[config.mk]
export PLATFORM = sky130hd
export DESIGN_NAME = prefetch_queue
export DESIGN_NICKNAME = d
export VERILOG_FILES = /design/src/rtl/prefetch_queue.sv
export SDC_FILE = /design/constraint.sdc
export NUM_CORES = 1
export LEC_CHECK = 0
export CORE_MARGIN = 5
export CORE_UTILIZATION = 30
export CTS_BUF_LIST = sky130_fd_sc_hd__clkbuf_4 sky130_fd_sc_hd__clkbuf_8
export DETAILED_ROUTE_END_ITERATION = 12
export GPL_ROUTABILITY_DRIVEN = 0
export GPL_TIMING_DRIVEN = 0
export MAX_ROUTING_LAYER = met4
export PLACE_DENSITY = 0.57
export SETUP_SLACK_MARGIN = 0.1
export SLEW_MARGIN = 20
export SYNTH_ARGS = -nofsm -noshare
export SYNTH_HDL_FRONTEND = slang
export SYNTH_SLANG_ARGS = --single-unit
export TNS_END_PERCENT = 30
[constraint.sdc]
create_clock -name clk_i -period 3.8 [get_ports clk_i]
set_input_delay 1.14 -clock clk_i [delete_from_list [all_inputs] [get_ports clk_i]]
set_output_delay 1.14 -clock clk_i [all_outputs]
set_load 0.05 [all_outputs]
[src/rtl/prefetch_queue.sv]
// prefetch_queue: sequential instruction prefetch with a DEPTH-entry PC/instruction queue,
// branch-redirect flush and in-flight response squashing. Optional macro: PREFETCH_BYPASS_EN.
module prefetch_queue #(
    parameter int unsigned     XLEN     = 32,
    parameter int unsigned     DEPTH    = 4,
    parameter logic [XLEN-1:0] RESET_PC = '0
) (
    input  logic            clk_i,
    input  logic            rst_i,
    output logic            req_valid_o,
    output logic [XLEN-1:0] req_addr_o,
    input  logic            req_ready_i,
    input  logic            rsp_valid_i,
    input  logic [XLEN-1:0] rsp_inst_i,
    output logic            inst_valid_o,
    output logic [XLEN-1:0] inst_o,
    output logic [XLEN-1:0] pc_o,
    input  logic            inst_ready_i,
    input  logic            redirect_i,
    input  logic [XLEN-1:0] redirect_pc_i
);

    localparam int unsigned PTR_W = $clog2(DEPTH);
    localparam int unsigned CNT_W = PTR_W + 1;
    localparam int unsigned OCC_W = CNT_W + 1;

    typedef struct packed {
        logic [XLEN-1:0] pc;
        logic [XLEN-1:0] inst;
    } entry_t;

    logic [CNT_W-1:0] r_count;
    logic [CNT_W-1:0] r_live;
    logic [CNT_W-1:0] r_discard;
    logic [PTR_W-1:0] r_head;
    logic [PTR_W-1:0] r_tail;
    logic [XLEN-1:0]  r_fetch_pc;
    logic [XLEN-1:0]  r_rsp_pc;
    entry_t           r_mem [DEPTH];

    logic [OCC_W-1:0] w_occ;
    logic [XLEN-1:0]  w_redirect_pc;
    entry_t           w_head;
    logic             w_accept;
    logic             w_live_rsp;
    logic             w_drop_rsp;
    logic             w_bypass;
    logic             w_pop;
    logic             w_pop_q;
    logic             w_push_q;

    // Queue plus in-flight requests never exceed DEPTH, so a live response always has room.
    assign w_occ         = OCC_W'(r_count) + OCC_W'(r_live);
    assign req_valid_o   = !rst_i && !redirect_i && (r_discard == '0) && (w_occ < OCC_W'(DEPTH));
    assign req_addr_o    = r_fetch_pc;
    assign w_accept      = req_valid_o && req_ready_i;
    assign w_live_rsp    = rsp_valid_i && (r_discard == '0);
    assign w_drop_rsp    = rsp_valid_i && (r_discard != '0);
    assign w_redirect_pc = redirect_pc_i & ~XLEN'(3);
    assign w_head        = r_mem[r_head];

    // Decode-side view: queue head, or the arriving response when bypass is built in.
    always_comb begin
        inst_valid_o = (r_count != '0);
        inst_o       = w_head.inst;
        pc_o         = w_head.pc;
        w_bypass     = 1'b0;
`ifdef PREFETCH_BYPASS_EN
        if (!rst_i && (r_count == '0) && w_live_rsp && !redirect_i) begin
            w_bypass     = 1'b1;
            inst_valid_o = 1'b1;
            inst_o       = rsp_inst_i;
            pc_o         = r_rsp_pc;
        end
`endif
        if (!inst_valid_o) begin
            inst_o = '0;
            pc_o   = '0;
        end
    end

    // A bypassed entry consumed in the same cycle is never written into the queue.
    assign w_pop    = inst_valid_o && inst_ready_i && !redirect_i;
    assign w_pop_q  = w_pop && !w_bypass;
    assign w_push_q = w_live_rsp && !redirect_i && !(w_bypass && inst_ready_i);

    always_ff @(posedge clk_i or posedge rst_i) begin
        if (rst_i) begin
            r_count    <= '0;
            r_live     <= '0;
            r_discard  <= '0;
            r_head     <= '0;
            r_tail     <= '0;
            r_fetch_pc <= RESET_PC;
            r_rsp_pc   <= RESET_PC;
        end else if (redirect_i) begin
            // Everything still in flight becomes squashed, minus a response landing right now.
            r_count    <= '0;
            r_head     <= '0;
            r_tail     <= '0;
            r_live     <= '0;
            r_discard  <= r_discard + r_live - CNT_W'(rsp_valid_i);
            r_fetch_pc <= w_redirect_pc;
            r_rsp_pc   <= w_redirect_pc;
        end else begin
            if (w_accept) begin
                r_fetch_pc <= r_fetch_pc + XLEN'(4);
            end
            if (w_live_rsp) begin
                r_rsp_pc <= r_rsp_pc + XLEN'(4);
            end
            if (w_push_q) begin
                r_tail <= r_tail + PTR_W'(1);
            end
            if (w_pop_q) begin
                r_head <= r_head + PTR_W'(1);
            end
            r_count   <= r_count + CNT_W'(w_push_q) - CNT_W'(w_pop_q);
            r_live    <= r_live + CNT_W'(w_accept) - CNT_W'(w_live_rsp);
            r_discard <= r_discard - CNT_W'(w_drop_rsp);
        end
    end

    // Storage array; contents are only observed through valid entries, so no reset.
    always_ff @(posedge clk_i) begin
        if (w_push_q) begin
            r_mem[r_tail] <= '{pc: r_rsp_pc, inst: rsp_inst_i};
        end
    end

endmodule

==> run summary, run 1 <==
Outcome - completed
I/O pin count - 168
Data required time of the worst path - 2660 ps
Vias in the first global route - 8467
Synth Cell Area - 13600 um^2
Critical Path Fanout Max - 10
Initial antenna violation count - 0
PD cells - 614 nW/um^2
Max Clk Rate - 0.269 GHz
RSZ-0062 raised after global routing - true
Share of layout cells above drive strength 1 - 0.228
Htree depth - 2
Worst setup SP type - flip-flop
Tot GR Track Use - 0.141
Crit. End Element - primary output
Relative slew slack - 0.416
Register area share after synthesis - 0.680
Worst skew pair latency - 630 ps
HPWL Detailed - 23.0 mm
IO Port Bufs - 161
Worst-case clock buffer depth - 3
Placed Cells - 1615
Utilization after layout - 0.380
Post-Place Setup Slack - -506 ps
Routed wire length - 34.6 mm
Flops & latches, synth - 321
N_diodes - 0
Grt ovf - 0
Measured slew at the worst slew-check pin - 869 ps
Post-CTS Hold Fix Bufs - 0
Worst EP arrival - 2580 ps
Max VDD drop - 0.000235 V
DR WL/cell - 20.2 um
PnR worst setup slack - 79.8 ps
Async set-reset flop share out of synthesis - 0.227
Share of the synthesized area in the top cell type - 0.546
Final period utilization - 0.979
MaxCap Viol Count - 0
Worst clock skew - 45.5 ps
Endpoints failing hold - 0
Die Area - 49800 um^2
LEAKAGE - 6.18 nW
Post-route non-filler standard cell count - 1716
Power, Total - 0.0105 W
Starting Density - 0.302
# rows - 78
DRC violations left - 0
Synth area leader - edfxtp_1
Multi-input gate area - 4120 um^2
DR iter-0 viols - 643
DR vias - 8192
Yosys warning total - 0
Slew Viols, Final - 0
DRT Pass-1 Iters - 5
Final count of negative-setup-slack endpoints - 0
Hold slack - 502 ps
CTS sink cnt - 321
Crit path time final - 3720 ps
Die height - 223 um
Classification of the worst setup path - reg2out
Area growth syn-to-layout - 25.8%
NumNets Final - 1161
Final ANT Viol Nets - 0
CORE AREA - 45200 um^2
Reg area - 9280 um^2
CTS tree - built
Synth Area per Inst - 16.1 um^2
First-pass GRT wire length - 52.7 mm
Inserted Clock Buffers - 54
Clock transition at the registers of the reported paths - 70 ps
Chip width - 223 um
Unique cell type count in the Yosys netlist - 50
Filler cells - 4265
Hold Path Class - reg2reg
Post-Syn Instances - 846
Synth top area cells - edfxtp_1 (55%), dfrtp_1 (13%), mux4_2 (10%), and2_1 (3.3%), xor2_1 (1.9%)
Clock Tree Root - clkbuf_8
Pin count of the biggest net entering global routing - 45
Via-to-Cell Ratio - 4.77
Post-synth EDFFs - 248
Most used DFF post-synth - edfxtp_1
worst paths after layout:
path                                         from                         to  slack [ps]  depth (start not counted)
setup / recovery             r_count[1]$_DFF_PP0_                 inst_o[19]          80                          5
max in group asynchronous                   rst_i   r_rsp_pc[17]$_DFFE_PP0N_        2310                          3
hold reg to reg            r_discard[2]$_DFF_PP0_     r_discard[2]$_DFF_PP0_         500                          1
setup reg to reg             r_count[1]$_DFF_PP0_        r_live[2]$_DFF_PP0_         760                         12
min in group asynchronous                   rst_i  req_addr_o[4]$_DFFE_PP0N_         930                          2
hold / removal             r_discard[2]$_DFF_PP0_     r_discard[2]$_DFF_PP0_         500                          1
layout make-up:
type / count / share of cell area
clock inverters: 26 / 0.0124
inverters: 20 / 0.00452
clock buffers: 75 / 0.0540
plain buffers: 38 / 0.0140
multi-input cells: 468 / 0.240
well taps: 600 / 0.0438
repair buffers: 168 / 0.0898
flip-flops and latches: 321 / 0.541
flip-flops by register name, summed over array words and instances, names as in the netlist:
signal      cells
r_count         3
r_discard       3
r_tail          2
r_head          2
r_live          3
r_mem         248
req_addr_o     30
r_rsp_pc       30
layer usage:
metal / wire length, um / track usage / share of wire / up-vias
met1: 15600 / 0.190 / 0.45 / 4149
met5: 0 / - / 0 / -
li1: - / - / - / 3707
met2: 16000 / 0.216 / 0.46 / 279
met3: 2360 / 0.0368 / 0.068 / 57
met4: 617 / 0.0342 / 0.018 / 0
critical path: stages, from the launching register on:
cell	delay, ps
dfrtp_1	460
or3_1	440
clkbuf_4	250
clkbuf_4	220
and2_1	150
dlygate4sd2_1	420
logic make-up after synthesis:
logic type / count (synthesis) / share of synthesized area
buffers and inverters: 60 / 0.0192
adders and majority gates: 20 / 0.0200
muxes: 75 / 0.113
DFF: 321 / 0.680
and+or+nand+nor: 255 / 0.107
other: 1 / 0.000275
xor gates and xnor gates: 44 / 0.0283
AOI/OAI and AO/OA: 70 / 0.0323
metrics by stage:
stage / instance area, um^2 / TNS (ps)
6_report: 17100 / 0
5_1_grt: 17100 / -872
4_1_cts: 17200 / -463
3_5_place_dp: 16200 / -45800
3_3_place_gp: 16000 / -460180
2_1_floorplan: 13600 / -11850
report_power, final:
part | leakage (nW) | internal, W | switching, W
sequential | 3.12 | 0.00397 | 0.000205
clock | 0.611 | 0.00179 | 0.00140
combinational | 2.45 | 0.00111 | 0.00205
cell usage in the layout, fill, tap and decap left out, types with 15 or more instances in the layout:
master           count
and2_1              67
buf_2               30
clkbuf_2            17
clkbuf_4            22
clkbuf_8            58
clkdlybuf4s50_1     96
dfrtp_1             71
dlygate4sd2_1       23
edfxtp_1           248
ha_1                17
inv_1               18
mux4_2              62
nand2_1             53
nand3_1             34
nand4_1             25
nor2_1              27
o21ai_0             17
o21ai_1             15
xnor2_1             15
xor2_1              29
cell usage after synthesis, types with 4 or more instances:
library cell,count
mux2_2,8
nand2_1,53
a21boi_0,4
and2_1,71
nand4_1,25
o211ai_1,11
xnor2_1,15
buf_2,8
o311ai_0,8
clkbuf_1,22
xor2_1,29
nor3_1,5
edfxtp_1,248
buf_4,5
dfrtp_1,73
nor2_1,27
o21ai_0,17
o21ai_1,15
nand3_1,34
and4_1,5
mux2i_1,5
inv_1,19
ha_1,17
and3_1,10
buf_1,4
a21oi_1,7
mux4_2,62
what timing repair did:
action,CTS,global route
gates resized for setup,190,43
setup buffers,2,0
endpoints found under the setup margin,64,45
Note: power is estimated with default switching activity, not from simulation.
==> run 2: changes to the inputs <==
Settings changed: GPL_TIMING_DRIVEN 0 to unset, PLACE_DENSITY 0.57 to unset, SKIP_LAST_GASP set to 1.
==> run summary, run 2 (synthesis gave the netlist of run 1 again) <==
Grt ovf - 0 (unchanged)
PD cells - 607 nW/um^2 (was 614 nW/um^2)
Slew Viols, Final - 0 (unchanged)
Die Area - 49800 um^2 (unchanged)
Clock transition at the registers of the reported paths - 60 ps (was 70 ps)
Max FFs per register - 248 (unchanged)
Clock power frac - 0.290 (was 0.303)
Final count of negative-setup-slack endpoints - 0 (unchanged)
I/O pin count - 168 (unchanged)
Critical Path Fanout Max - 17 (was 10)
First-pass GRT wire length - 50.4 mm (was 52.7 mm)
Max Clk Rate - 0.277 GHz (was 0.269 GHz)
Max VDD drop - 0.000292 V (was 0.000235 V)
Classification of the worst setup path - reg2out (unchanged)
Comb pwr share - 0.312 (was 0.300)
Cell internal pwr - 0.00688 W (about the same)
Htree depth - 2 (unchanged)
DR vias - 8063 (was 8192)
Starting Density - 0.302 (unchanged)
Final Instance Area - 17200 um^2 (was 17100 um^2)
Worst EP arrival - 2470 ps (was 2580 ps)
Data required time of the worst path - 2660 ps (about the same)
Worst clock skew - 26.6 ps (was 45.5 ps)
NumNets Final - 1147 (was 1161)
# rows - 78 (unchanged)
RSZ-0062 raised after global routing - true (unchanged)
Most common cell after layout, fill and taps aside - edfxtp_1 (unchanged)
Share of layout cells above drive strength 1 - 0.237 (was 0.228)
HPWL Detailed - 21.7 mm (was 23.0 mm)
Clock Tree Root - clkbuf_8 (unchanged)
Most frequent cells in the layout - edfxtp_1 (248), clkdlybuf4s50_1 (97), dfrtp_1 (71), and2_1 (67), mux4_2 (62) (was edfxtp_1 (248), clkdlybuf4s50_1 (96), dfrtp_1 (71), and2_1 (67), mux4_2 (62))
Met3 GRT Util - 0.0307 (was 0.0368)
Outcome - completed (unchanged)
Placed Cells - 1600 (was 1615)
CTS sink cnt - 321 (unchanged)
IO Port Bufs - 161 (unchanged)
DP Area - 16100 um^2 (was 16200 um^2)
Worst R2R Setup Slack - 1330 ps (was 760 ps)
Endpoints failing hold - 0 (unchanged)
Routed wire length - 32.7 mm (was 34.6 mm)
Die height - 223 um (unchanged)
Worst skew pair latency - 610 ps (was 630 ps)
Final period utilization - 0.950 (was 0.979)
Initial antenna violation count - 1 (was 0)
Inserted Clock Buffers - 54 (unchanged)
Pin count of the biggest net entering global routing - 64 (was 45)
Buf/Inv on CP - 2 (was 3)
Crit path time final - 3610 ps (was 3720 ps)
Biggest register - r_mem (unchanged)
Area growth syn-to-layout - 26.5% (was 25.8%)
DR WL/cell - 19.2 um (was 20.2 um)
Worst path cell trace - buf_12, mux4_2, and2_1, dlygate4sd2_1 (was or3_1, clkbuf_4, clkbuf_4, and2_1, dlygate4sd2_1)
Chip width - 223 um (unchanged)
LEAKAGE - 6.17 nW (was 6.18 nW)
Global routing usage on met1 - 0.183 (was 0.190)
DRC violations left - 0 (unchanged)
Switching Share - 0.343 (was 0.347)
Met2 Track Usage GR - 0.198 (was 0.216)
Relative slew slack - 0.461 (was 0.416)
Tot GR Track Use - 0.133 (was 0.141)
Via-to-Cell Ratio - 4.74 (was 4.77)
Setup TNS - 0 ps (unchanged)
DR iter-0 viols - 564 (was 643)
MaxCap Viol Count - 0 (unchanged)
Post-CTS Setup Inserts - 0 (was 2)
Worst path max stage delay - 560 ps (was 460 ps)
CORE AREA - 45200 um^2 (unchanged)
Top delay family on crit path - buffers and inverters (unchanged)
DRT Pass-1 Iters - 5 (unchanged)
Slowest cell on the critical path - mux4_2 (was dfrtp_1)
Hold Path Class - reg2reg (unchanged)
Crit. End Element - primary output (unchanged)
CTS tree - built (unchanged)
Vias in the first global route - 8485 (was 8467)
Sw power - 0.00359 W (was 0.00365 W)
Measured slew at the worst slew-check pin - 802 ps (was 869 ps)
Post-route non-filler standard cell count - 1702 (was 1716)
Post-CTS Hold Fix Bufs - 0 (unchanged)
Sequential share of power - 0.398 (was 0.397)
Final ANT Viol Nets - 0 (unchanged)
Worst setup SP type - flip-flop (unchanged)
Worst-case clock buffer depth - 3 (unchanged)
Global routing's busiest layer - met2 (unchanged)
[run 2: cell types whose count changed in the layout (fill, tap and decap cells not counted), moves of 3 or more]
cell | before | now
dlygate4sd2_1 | 23 | 13
clkbuf_1 | 8 | 0
buf_1 | 5 | 0
buf_16 | 4 | 1
buf_4 | 7 | 59
clkinv_2 | 11 | 5
buf_2 | 30 | 1
buf_12 | 1 | 13
bufinv_16 | 3 | 0
buf_6 | 7 | 2
clkbuf_2 | 17 | 0
[run 2: power groups by stage]
stage          Sequential [W]  Clock, W  Combinational, W
3_3_place_gp          0.00423         0           0.00331
5_1_grt               0.00420   0.00331           0.00350
6_report              0.00417   0.00303           0.00327
3_5_place_dp          0.00424         0           0.00333
2_1_floorplan         0.00427         0           0.00217
4_1_cts               0.00417   0.00314           0.00330
[run 2: per-stage QoR]
stage / setup WS [ps] / total power (W) / hold WS (ps) / utilization
after floorplan: -95.6 / 0.00644 / 466 / -
after global placement: 206 / 0.00754 / 506 / 0.357
final: 190 / 0.0105 / 520 / 0.382
after CTS: -155 / 0.0106 / 519 / 0.381
after global routing: 51.3 / 0.0110 / 529 / 0.382
after detailed placement: 199 / 0.00757 / 507 / 0.357
[run 2: final timing paths]
path	startpoint	cells past startpoint	to
setup / recovery	r_head[0]$_DFFE_PP0P_	4	pc_o[13]
hold / removal	r_discard[2]$_DFF_PP0_	1	r_discard[2]$_DFF_PP0_
setup reg to reg	r_count[1]$_DFF_PP0_	10	r_count[2]$_DFF_PP0_
hold reg to reg	r_discard[2]$_DFF_PP0_	1	r_discard[2]$_DFF_PP0_
max in group asynchronous	rst_i	3	r_head[0]$_DFFE_PP0P_
min in group asynchronous	rst_i	2	r_discard[0]$_DFF_PP0_
[run 2: layer usage]
metal	wire length [um]	vias to the layer above
li1	-	3672
met1	15000	4052
met2	14900	297
met3	2190	42
met4	551	0
met5	0	-
[run 2: final cells by class]
type	count	area (um^2)
inverters	20	75.1
clock inverters	17	90.1
clock buffers	83	998
well taps	600	751
fillers	4237	27900
flip-flops and latches	321	9280
multi-input cells	468	4130
repair buffers	192	1930
diodes	1	2.50
[run 2: what timing repair did]
action	4_1_cts	5_1_grt
setup endpoints to repair	51	42
cloned	0	1
gates resized for setup	20	6
